### config.mk
export PLATFORM = sky130hd
export DESIGN_NAME = jk_bank_scheduler_flat
export DESIGN_NICKNAME = d
export VERILOG_FILES = /design/src/rtl/jk_bank_scheduler_if.sv /design/src/rtl/jk_bank_scheduler.sv /design/src/flat_wrapper.sv
export SDC_FILE = /design/constraint.sdc
export NUM_CORES = 1
export LEC_CHECK = 0
export CAP_MARGIN = 20
export CORE_MARGIN = 1
export CORE_UTILIZATION = 40
export DETAILED_ROUTE_END_ITERATION = 12
export HOLD_SLACK_MARGIN = 0.12
export PLACE_DENSITY = 0.73
export REMOVE_ABC_BUFFERS = 1
export SKIP_LAST_GASP = 1
export SYNTH_ARGS = -nofsm -noshare
export SYNTH_HDL_FRONTEND = slang
export SYNTH_SLANG_ARGS = --single-unit
### constraint.sdc
create_clock -name clk -period 1.5 [get_ports clk]
set_input_delay 0.375 -clock clk [delete_from_list [all_inputs] [get_ports clk]]
set_output_delay 0.375 -clock clk [all_outputs]
set_load 0.02 [all_outputs]
### src/rtl/jk_bank_scheduler_if.sv
// Command handshake between two requesters and the shared JK bank scheduler.
// The master side issues {J,K} commands; the slave side returns ack/rdata/err.
interface jk_bank_scheduler_if #(
   parameter int IDX_W = 3
);
   logic             req0;
   logic [1:0]       op0;
   logic [IDX_W-1:0] idx0;
   logic             ack0;
   logic             req1;
   logic [1:0]       op1;
   logic [IDX_W-1:0] idx1;
   logic             ack1;
   logic             rdata;
   logic             err;

   modport master (
      output req0, op0, idx0, req1, op1, idx1,
      input  ack0, ack1, rdata, err
   );

   modport slave (
      input  req0, op0, idx0, req1, op1, idx1,
      output ack0, ack1, rdata, err
   );
endinterface

### src/rtl/jk_bank_scheduler.sv
// Bank of JK bits shared by two requesters; a round-robin arbiter and an
// IDLE/EXEC/ACK sequencer apply one {J,K} command at a time.
module jk_bank_scheduler #(
   parameter int               WIDTH = 6,
   parameter int               IDX_W = 3,
   parameter logic [WIDTH-1:0] INIT  = {WIDTH{1'b0}}
) (
   input  logic               clk,
   input  logic               reset_n,
   jk_bank_scheduler_if.slave bus,
   output logic               busy,
   output logic [WIDTH-1:0]   q,
   output logic [WIDTH-1:0]   qbar
);

   typedef enum logic [1:0] {
      ST_IDLE = 2'd0,
      ST_EXEC = 2'd1,
      ST_ACK  = 2'd2
   } state_t;

   state_t           state_r;
   state_t           next_state_s;

   logic             any_req_s;
   logic             grant1_s;
   logic             latch_s;
   logic             id_r;
   logic             ptr_r;
   logic [1:0]       op_r;
   logic [IDX_W-1:0] idx_r;

   logic [WIDTH-1:0] q_r;
   logic [WIDTH-1:0] q_s;
   logic [WIDTH-1:0] match_s;
   logic             hit_s;
   logic             cur_bit_s;
   logic             new_bit_s;

   logic             ack0_s;
   logic             ack1_s;
   logic             rdata_s;
   logic             err_s;
   logic             busy_s;
   logic             ack0_r;
   logic             ack1_r;
   logic             rdata_r;
   logic             err_r;
   logic             busy_r;

   // Each bit behaves as a T flip-flop driven by T = J&~Q | K&Q.
   function automatic logic jk_next(input logic j, input logic k, input logic cur);
      logic t;
      t = (j & ~cur) | (k & cur);
      return cur ^ t;
   endfunction

   // ptr_r == 0 favours requester 0 when both ask at once
   assign any_req_s = bus.req0 | bus.req1;
   assign grant1_s  = bus.req1 & (~bus.req0 | ptr_r);

   // State register
   always_ff @(posedge clk or negedge reset_n) begin
      if (!reset_n) begin
         state_r <= ST_IDLE;
      end else begin
         state_r <= next_state_s;
      end
   end

   // Next-state logic
   always_comb begin
      next_state_s = state_r;
      case (state_r)
         ST_IDLE: begin
            if (any_req_s) begin
               next_state_s = ST_EXEC;
            end else begin
               next_state_s = ST_IDLE;
            end
         end
         ST_EXEC: next_state_s = ST_ACK;
         ST_ACK:  next_state_s = ST_IDLE;
         default: next_state_s = ST_IDLE;
      endcase
   end

   // One-hot select of the latched index; all-zero when the index is out of range
   always_comb begin
      match_s = {WIDTH{1'b0}};
      for (int i = 0; i < WIDTH; i++) begin
         match_s[i] = (idx_r == i[IDX_W-1:0]);
      end
   end

   assign hit_s     = |match_s;
   assign cur_bit_s = |(match_s & q_r);
   assign new_bit_s = jk_next(op_r[1], op_r[0], cur_bit_s);

   // Output logic: next values of the bank and of the registered outputs
   always_comb begin
      q_s     = q_r;
      ack0_s  = 1'b0;
      ack1_s  = 1'b0;
      rdata_s = 1'b0;
      err_s   = 1'b0;
      latch_s = 1'b0;
      case (state_r)
         ST_IDLE: latch_s = any_req_s;
         ST_EXEC: begin
            q_s     = (q_r & ~match_s) | ({WIDTH{new_bit_s}} & match_s);
            rdata_s = hit_s & new_bit_s;
            err_s   = ~hit_s;
            ack0_s  = ~id_r;
            ack1_s  = id_r;
         end
         ST_ACK:  latch_s = 1'b0;
         default: latch_s = 1'b0;
      endcase
      busy_s = (next_state_s != ST_IDLE);
   end

   // Command latch and round-robin pointer, updated only on a grant
   always_ff @(posedge clk or negedge reset_n) begin
      if (!reset_n) begin
         id_r  <= 1'b0;
         ptr_r <= 1'b0;
         op_r  <= 2'b00;
         idx_r <= {IDX_W{1'b0}};
      end else if (latch_s) begin
         id_r  <= grant1_s;
         ptr_r <= ~grant1_s;
         op_r  <= grant1_s ? bus.op1 : bus.op0;
         idx_r <= grant1_s ? bus.idx1 : bus.idx0;
      end
   end

   // Bank and registered handshake outputs
   always_ff @(posedge clk or negedge reset_n) begin
      if (!reset_n) begin
         q_r     <= INIT;
         ack0_r  <= 1'b0;
         ack1_r  <= 1'b0;
         rdata_r <= 1'b0;
         err_r   <= 1'b0;
         busy_r  <= 1'b0;
      end else begin
         q_r     <= q_s;
         ack0_r  <= ack0_s;
         ack1_r  <= ack1_s;
         rdata_r <= rdata_s;
         err_r   <= err_s;
         busy_r  <= busy_s;
      end
   end

   assign bus.ack0  = ack0_r;
   assign bus.ack1  = ack1_r;
   assign bus.rdata = rdata_r;
   assign bus.err   = err_r;
   assign busy      = busy_r;
   assign q         = q_r;
   assign qbar      = ~q_r;

endmodule

### src/flat_wrapper.sv
// flat-port wrapper written by rule: the top's interface ports become plain ports
module jk_bank_scheduler_flat 
#(
   parameter int               WIDTH = 6,
   parameter int               IDX_W = 3,
   parameter logic [WIDTH-1:0] INIT  = {WIDTH{1'b0}}
)
  (clk, reset_n, busy, q, qbar, bus_req0, bus_op0, bus_idx0, bus_req1, bus_op1, bus_idx1, bus_ack0, bus_ack1, bus_rdata, bus_err);
  jk_bank_scheduler_if #(.IDX_W(IDX_W)) bus_i ();
  input  logic clk;
  input  logic reset_n;
  output logic busy;
  output logic [WIDTH-1:0] q;
  output logic [WIDTH-1:0] qbar;
  input wire logic [$bits(bus_i.req0)-1:0] bus_req0;
  input wire logic [$bits(bus_i.op0)-1:0] bus_op0;
  input wire logic [$bits(bus_i.idx0)-1:0] bus_idx0;
  input wire logic [$bits(bus_i.req1)-1:0] bus_req1;
  input wire logic [$bits(bus_i.op1)-1:0] bus_op1;
  input wire logic [$bits(bus_i.idx1)-1:0] bus_idx1;
  output wire logic [$bits(bus_i.ack0)-1:0] bus_ack0;
  output wire logic [$bits(bus_i.ack1)-1:0] bus_ack1;
  output wire logic [$bits(bus_i.rdata)-1:0] bus_rdata;
  output wire logic [$bits(bus_i.err)-1:0] bus_err;
  assign bus_i.req0 = bus_req0;
  assign bus_i.op0 = bus_op0;
  assign bus_i.idx0 = bus_idx0;
  assign bus_i.req1 = bus_req1;
  assign bus_i.op1 = bus_op1;
  assign bus_i.idx1 = bus_idx1;
  assign bus_ack0 = bus_i.ack0;
  assign bus_ack1 = bus_i.ack1;
  assign bus_rdata = bus_i.rdata;
  assign bus_err = bus_i.err;
  jk_bank_scheduler #(.WIDTH(WIDTH), .IDX_W(IDX_W), .INIT(INIT)) u_core (.clk(clk), .reset_n(reset_n), .bus(bus_i), .busy(busy), .q(q), .qbar(qbar));
endmodule
==> summary.txt, run 1 <==
Synth area leaders = dfrtp_1 (52%), mux2i_1 (6.2%), inv_1 (3.9%)
Final setup margin = -0.0177 ns
Critical Path Start = u_core.idx_r[0]
FF-to-FF End = u_core.bus.rdata
Setup slack at placement = -0.0903 ns
Vias in the first global route = 757
Total global-route track usage = 17.3%
# setup viols final = 4
Nets = 164
Drt wl/cell = 12.0 µm
Psw = 1.46 mW
R2R Setup Slk = -0.02 ns
Longest Clk Path Bufs = 2
Via count = 881
Sw frac = 42.1%
Yosys warns = 0
Top FF cell, synth = dfrtp_1
Htree depth = 1
Seq pwr share = 29.9%
Congestion Overflow GR = 0
Slowest cell on crit path = dfrtp_2
Max-slew headroom = 80.7%
Clock power frac = 12.9%
Placed Instance Area = 1380 µm²
Minimum clock period = 1.52 ns
CP Data Arrival Time = 1.74 ns
Reg2Reg Launch Point = u_core.idx_r[0]
Slew Limit Fails = 0
Count leader, synth = dfrtp_1
Static leakage = 0.731 nW
Ys async rst share = 100%
Int Power = 2.00 mW
Final HPWL DP = 1400 µm
Site Rows = 17
DR vias/cell = 4.98
TritonCTS buffer count = 3
CTS tree = done
PnR Total Power = 3.46 mW
Synthesized area per cell = 9.79 µm²
Die Y = 51.2 µm
Largest delay share family, worst path = compound AO/OA/AOI/OAI gates
Synth cell count leaders = dfrtp_1 (20), inv_1 (10), nand2_1 (9), nor2_1 (9), o21ai_1 (7)
N_diodes = 0
CP required = 1.72 ns
Remaining antenna violation count = 0
Crit share post-route = 101%
Area delta synth->final = 53.8%
Routability Congestion = 0.849
Largest net degree at the start of global routing = 21
Die X = 51.2 µm
Clock latency at the later pin of the worst-skew pair = 0.31 ns
Clock skew = 0.00433 ns
Max stage delay on crit path = 0.49 ns
Worst Setup EP = u_core.bus.rdata
Max cap viols = 0
Cell Area, Synth = 970 µm²
Final setup TNS = -0.0301 ns
Remaining DRCs = 0
Routed WL = 2130 µm
Register area share after synthesis = 51.6%
Outcome = finished, violations left
Clk slew on worst S/H paths = 0.12 ns
Top cell type's share of synthesized area = 51.6%
Yosys top cell by area = dfrtp_1
Crit Path Category = flop to flop
Cells after Synth = 99
Final Hold Viols = 0
Critical path depth = 4
Share of cells above drive strength 1 = 28.9%
Die footprint = 2630 µm²
Initial core utilization = 43.0%
Combinational share of power = 57.3%
Least-Margin Pin Slew = 0.287 ns
PwrDens = 2320 nW/µm²
Initial antenna violation count = 0
Hold_ws = 0.390 ns
Worst Setup Start Kind = flop
CP max FO = 7
Initial DRC count = 12
Synth cell types = 29
CP Capture Type = flop
Sequence of cells on the critical path = or3b_4 -> a21oi_4 -> o21bai_4 -> a221oi_2
Clock sinks = 20
CTS root buf = clkbuf_4
First-pass GRT wire length = 3390 µm
Failing checks = negative setup slack
RSZ-0062 raised after global routing = yes
Total I/O pin count = 31
Buf+Inv Stages, Crit Path = 0
Post-synth EDFFs = 0
First-pass DRT Iterations = 4
Peak VDD IR = 1240 µV
Worst R2R Path Depth = 4
Core Box Area = 2250 µm²
Achievable frequency = 659 MHz
Number of I/O port buffers = 30
Final instance area = 1490 µm²
Worst Hold Class = input port to asynchronous set/reset pin
Post-synthesis register bit count = 20
==> kinds of logic after synthesis <==
family / share of synthesized area (%)
AO/OA/AOI/OAI: 16.4
multiplexers: 6.19
AND/OR/NAND/NOR: 19.5
flip-flops: 51.6
buffers and inverters: 6.32
==> how the worst min path moves through the flow <==
stage                            from                          to  slack [ns]  depth (start not counted)
after detailed placement  u_core.id_r             u_core.bus.ack0        0.47                          1
after global routing          reset_n             u_core.bus.ack1        0.42                          2
final                         reset_n                 u_core.busy        0.39                          2
after floorplan               reset_n  asynchronous set/reset pin        0.08                          0
after CTS                     reset_n             u_core.bus.ack1        0.40                          2
after global placement    u_core.id_r             u_core.bus.ack0        0.45                          1
==> area by class of cell <==
type / count / area [µm²]
tap: 28 / 35.0
fill: 187 / 763
inverter: 10 / 37.5
timing repair buffer: 50 / 417
clock buffer: 3 / 22.5
clock inverter: 1 / 30.0
sequential: 20 / 504
multi-input combinational: 65 / 445
==> what timing repair did <==
action                     4_1_cts  5_1_grt
gates cloned                     0        0
setup buffers                    3        4
setup endpoints to repair       23       11
resized for setup               25       16
hold buffers                     0        0
pin swaps                        4        3
==> cell usage in the layout, fill, tap and decap left out, drive strengths merged, types with 2 or more instances in the layout <==
| cell | synthesis | routed |
|---|---|---|
| buf | 2 | 20 |
| dfrtp | 20 | 20 |
| clkdlybuf4s50 | 0 | 13 |
| inv | 10 | 10 |
| dlygate4sd2 | 0 | 10 |
| nor2 | 9 | 9 |
| nand2 | 9 | 9 |
| clkbuf | 2 | 8 |
| o21ai | 7 | 7 |
| a21oi | 7 | 7 |
| mux2i | 6 | 6 |
| a31oi | 4 | 4 |
| nand2b | 3 | 3 |
| nand4bb | 2 | 2 |
| and2 | 2 | 2 |
| nor3 | 2 | 2 |
| clkdlybuf4s15 | 0 | 2 |
| and3 | 2 | 2 |
| nor4 | 2 | 2 |
==> metrics by stage <==
step	std cells	utilization [%]
after floorplan	95	-
after global placement	166	61.2
after detailed placement	166	61.2
after CTS	173	64.5
after global routing	177	66.1
final	177	66.1
==> power groups by stage <==
| stage | combinational (mW) | clock [mW] | sequential [mW] |
|---|---|---|---|
| final | 1.98 | 0.445 | 1.03 |
| after detailed placement | 1.82 | 0 | 1.04 |
| after CTS | 1.83 | 0.449 | 1.03 |
| after global routing | 2.14 | 0.476 | 1.08 |
| after floorplan | 0.803 | 0 | 1.19 |
| after global placement | 1.80 | 0 | 1.03 |
==> per-layer routing <==
metal	wire (µm)	up-vias	global-route usage (%)
met5	0	-	0
met4	48	0	9.46
met3	99	5	0.893
met2	1000	35	27.0
met1	979	398	24.2
li1	-	443	-
Note: power is estimated with default switching activity, not from simulation.
==> inputs of run 2 (changes only) <==
CORE_MARGIN = not set   (was 1)
SKIP_LAST_GASP = not set   (was 1)
==> results of run 2 <==
Same layout as run 1: the final DEF is identical, and so are final timing and power.
Among the figures that moved: number of gates resized after CTS 25 -> 26
==> inputs of run 3 (changes only) <==
REMOVE_ABC_BUFFERS = not set   (was 1)
==> summary.txt, run 3 (synthesis results as in run 1) <==
Remaining antenna violation count = 0
R2R Setup Slk = 0.02 ns
Vias in the first global route = 836
Via count = 859
Max-slew headroom = 81.3%
Minimum clock period = 1.48 ns
Initial DRC count = 10
Core Box Area = 2250 µm²
Total global-route track usage = 18.0%
CP Capture Type = flop
CP Data Arrival Time = 1.70 ns
Clock skew = 0.00410 ns
Clock sinks = 20
Static leakage = 0.681 nW
Die X = 51.2 µm
# setup viols final = 0
Initial core utilization = 43.0%
Peak VDD IR = 1080 µV
Routability Congestion = 0.895
PwrDens = 2280 nW/µm²
Reg2Reg Launch Point = u_core.idx_r[2]
TritonCTS buffer count = 3
Worst Setup Start Kind = flop
Outcome = complete, no violations
Share of cells above drive strength 1 = 20.0%
Slowest cell on crit path = dfrtp_2
Htree depth = 1
N_diodes = 0
Register area = 503 µm²
Achievable frequency = 674 MHz
Number of I/O port buffers = 30
Clock latency at the later pin of the worst-skew pair = 0.30 ns
Hold buffers post-CTS = 0
Crit share post-route = 98.9%
Die footprint = 2630 µm²
Final HPWL DP = 1540 µm
Footprint of the multi-input gates = 424 µm²
CP required = 1.71 ns
Final Hold Viols = 0
Worst R2R Path Depth = 4
Nets = 155
Syn_nets = 113
Drt wl/cell = 12.5 µm
Total I/O pin count = 31
CTS tree = done
First-pass GRT wire length = 3470 µm
Remaining DRCs = 0
Site Rows = 17
Max stage delay on crit path = 0.46 ns
Area delta synth->final = 43.4%
Sequence of cells on the critical path = or3b_4 -> a21oi_4 -> o21bai_4 -> a221oi_2
First-pass DRT Iterations = 4
Initial antenna violation count = 0
Die Y = 51.2 µm
Congestion Overflow GR = 0
Most common cell after layout, fill and taps aside = dfrtp_1
CTS root buf = clkbuf_4
Placed cells = 163
Routed WL = 2090 µm
Worst Hold Class = input port to asynchronous set/reset pin
RSZ-0062 raised after global routing = yes
FF-to-FF End = u_core.bus.rdata
Longest Clk Path Bufs = 2
Slew Limit Fails = 0
Largest net degree at the start of global routing = 21
CP max FO = 7
Fill cell count = 215
Max cap viols = 0
Clk slew on worst S/H paths = 0.11 ns
Least-Margin Pin Slew = 0.279 ns
Most frequent cells in the layout = dfrtp_1 (18), clkdlybuf4s50_1 (13), inv_1 (10), buf_4 (10)
DR vias/cell = 5.11
Crit Path Category = flop to flop
Fin cells = 168
Post-layout util = 61.7%
run 3: routing by layer:
metal  part of all wire (%)  up-vias  GRT usage (%)  routed length [µm]
met5                      0        -              0                   0
met4                    1.4        0           10.4                  29
met3                    5.1        2           1.79                 107
met2                     49       35           32.9                1040
met1                     44      396           20.0                 922
li1                       -      426              -                   -
run 3: how the worst max path moves through the flow:
| stage | start | to | cells after the start |
|---|---|---|---|
| after global placement | bus_req0 | u_core.idx_r[2] | 6 |
| after global routing | u_core.idx_r[2] | u_core.bus.rdata | 4 |
| after CTS | u_core.idx_r[0] | u_core.bus.rdata | 4 |
| after detailed placement | bus_req0 | u_core.idx_r[1] | 6 |
| final | u_core.idx_r[2] | u_core.bus.rdata | 4 |
| after floorplan | u_core.idx_r[0] | u_core.bus.rdata | 5 |
run 3: area by class of cell:
| type | instances | area share [%] |
|---|---|---|
| Sequential cell | 20 | 36.2 |
| Multi-Input combinational cell | 65 | 30.5 |
| Timing Repair Buffer | 41 | 24.3 |
| Inverter | 10 | 2.70 |
| Tap cell | 28 | 2.52 |
| Clock inverter | 1 | 2.16 |
| Clock buffer | 3 | 1.62 |
run 3: worst max-delay path: cells and delay by family, from the launching register on:
kind            cells  cell delay (ns)
compound gates      3             0.52
flops               1             0.46
simple gates        1             0.42
run 3: timing repair:
item	4_1_cts	5_1_grt
setup buffers	1	0
pin swaps	0	5
resized for setup	24	13
setup endpoints to repair	24	10
run 3: power breakdown:
part / switching [mW] / leakage (nW) / internal (mW)
Combinational: 0.980 / 0.411 / 0.739
Sequential: 0.220 / 0.242 / 0.796
Clock: 0.164 / 0.0279 / 0.270
run 3: per-stage QoR:
stage	worst slack (ns)	power (mW)	hold WS, ns	TNS, ns	instance area [µm²]
global route	-0.0221	3.41	0.420	-0.0373	1390
finish	0.0170	3.17	0.396	0	1390
detailed placement	-0.103	2.84	0.447	-0.807	1360
floorplan	0.0267	2.05	0.0794	0	970
CTS	0.00214	3.19	0.388	0	1410
global placement	-0.0757	2.80	0.448	-0.496	1360
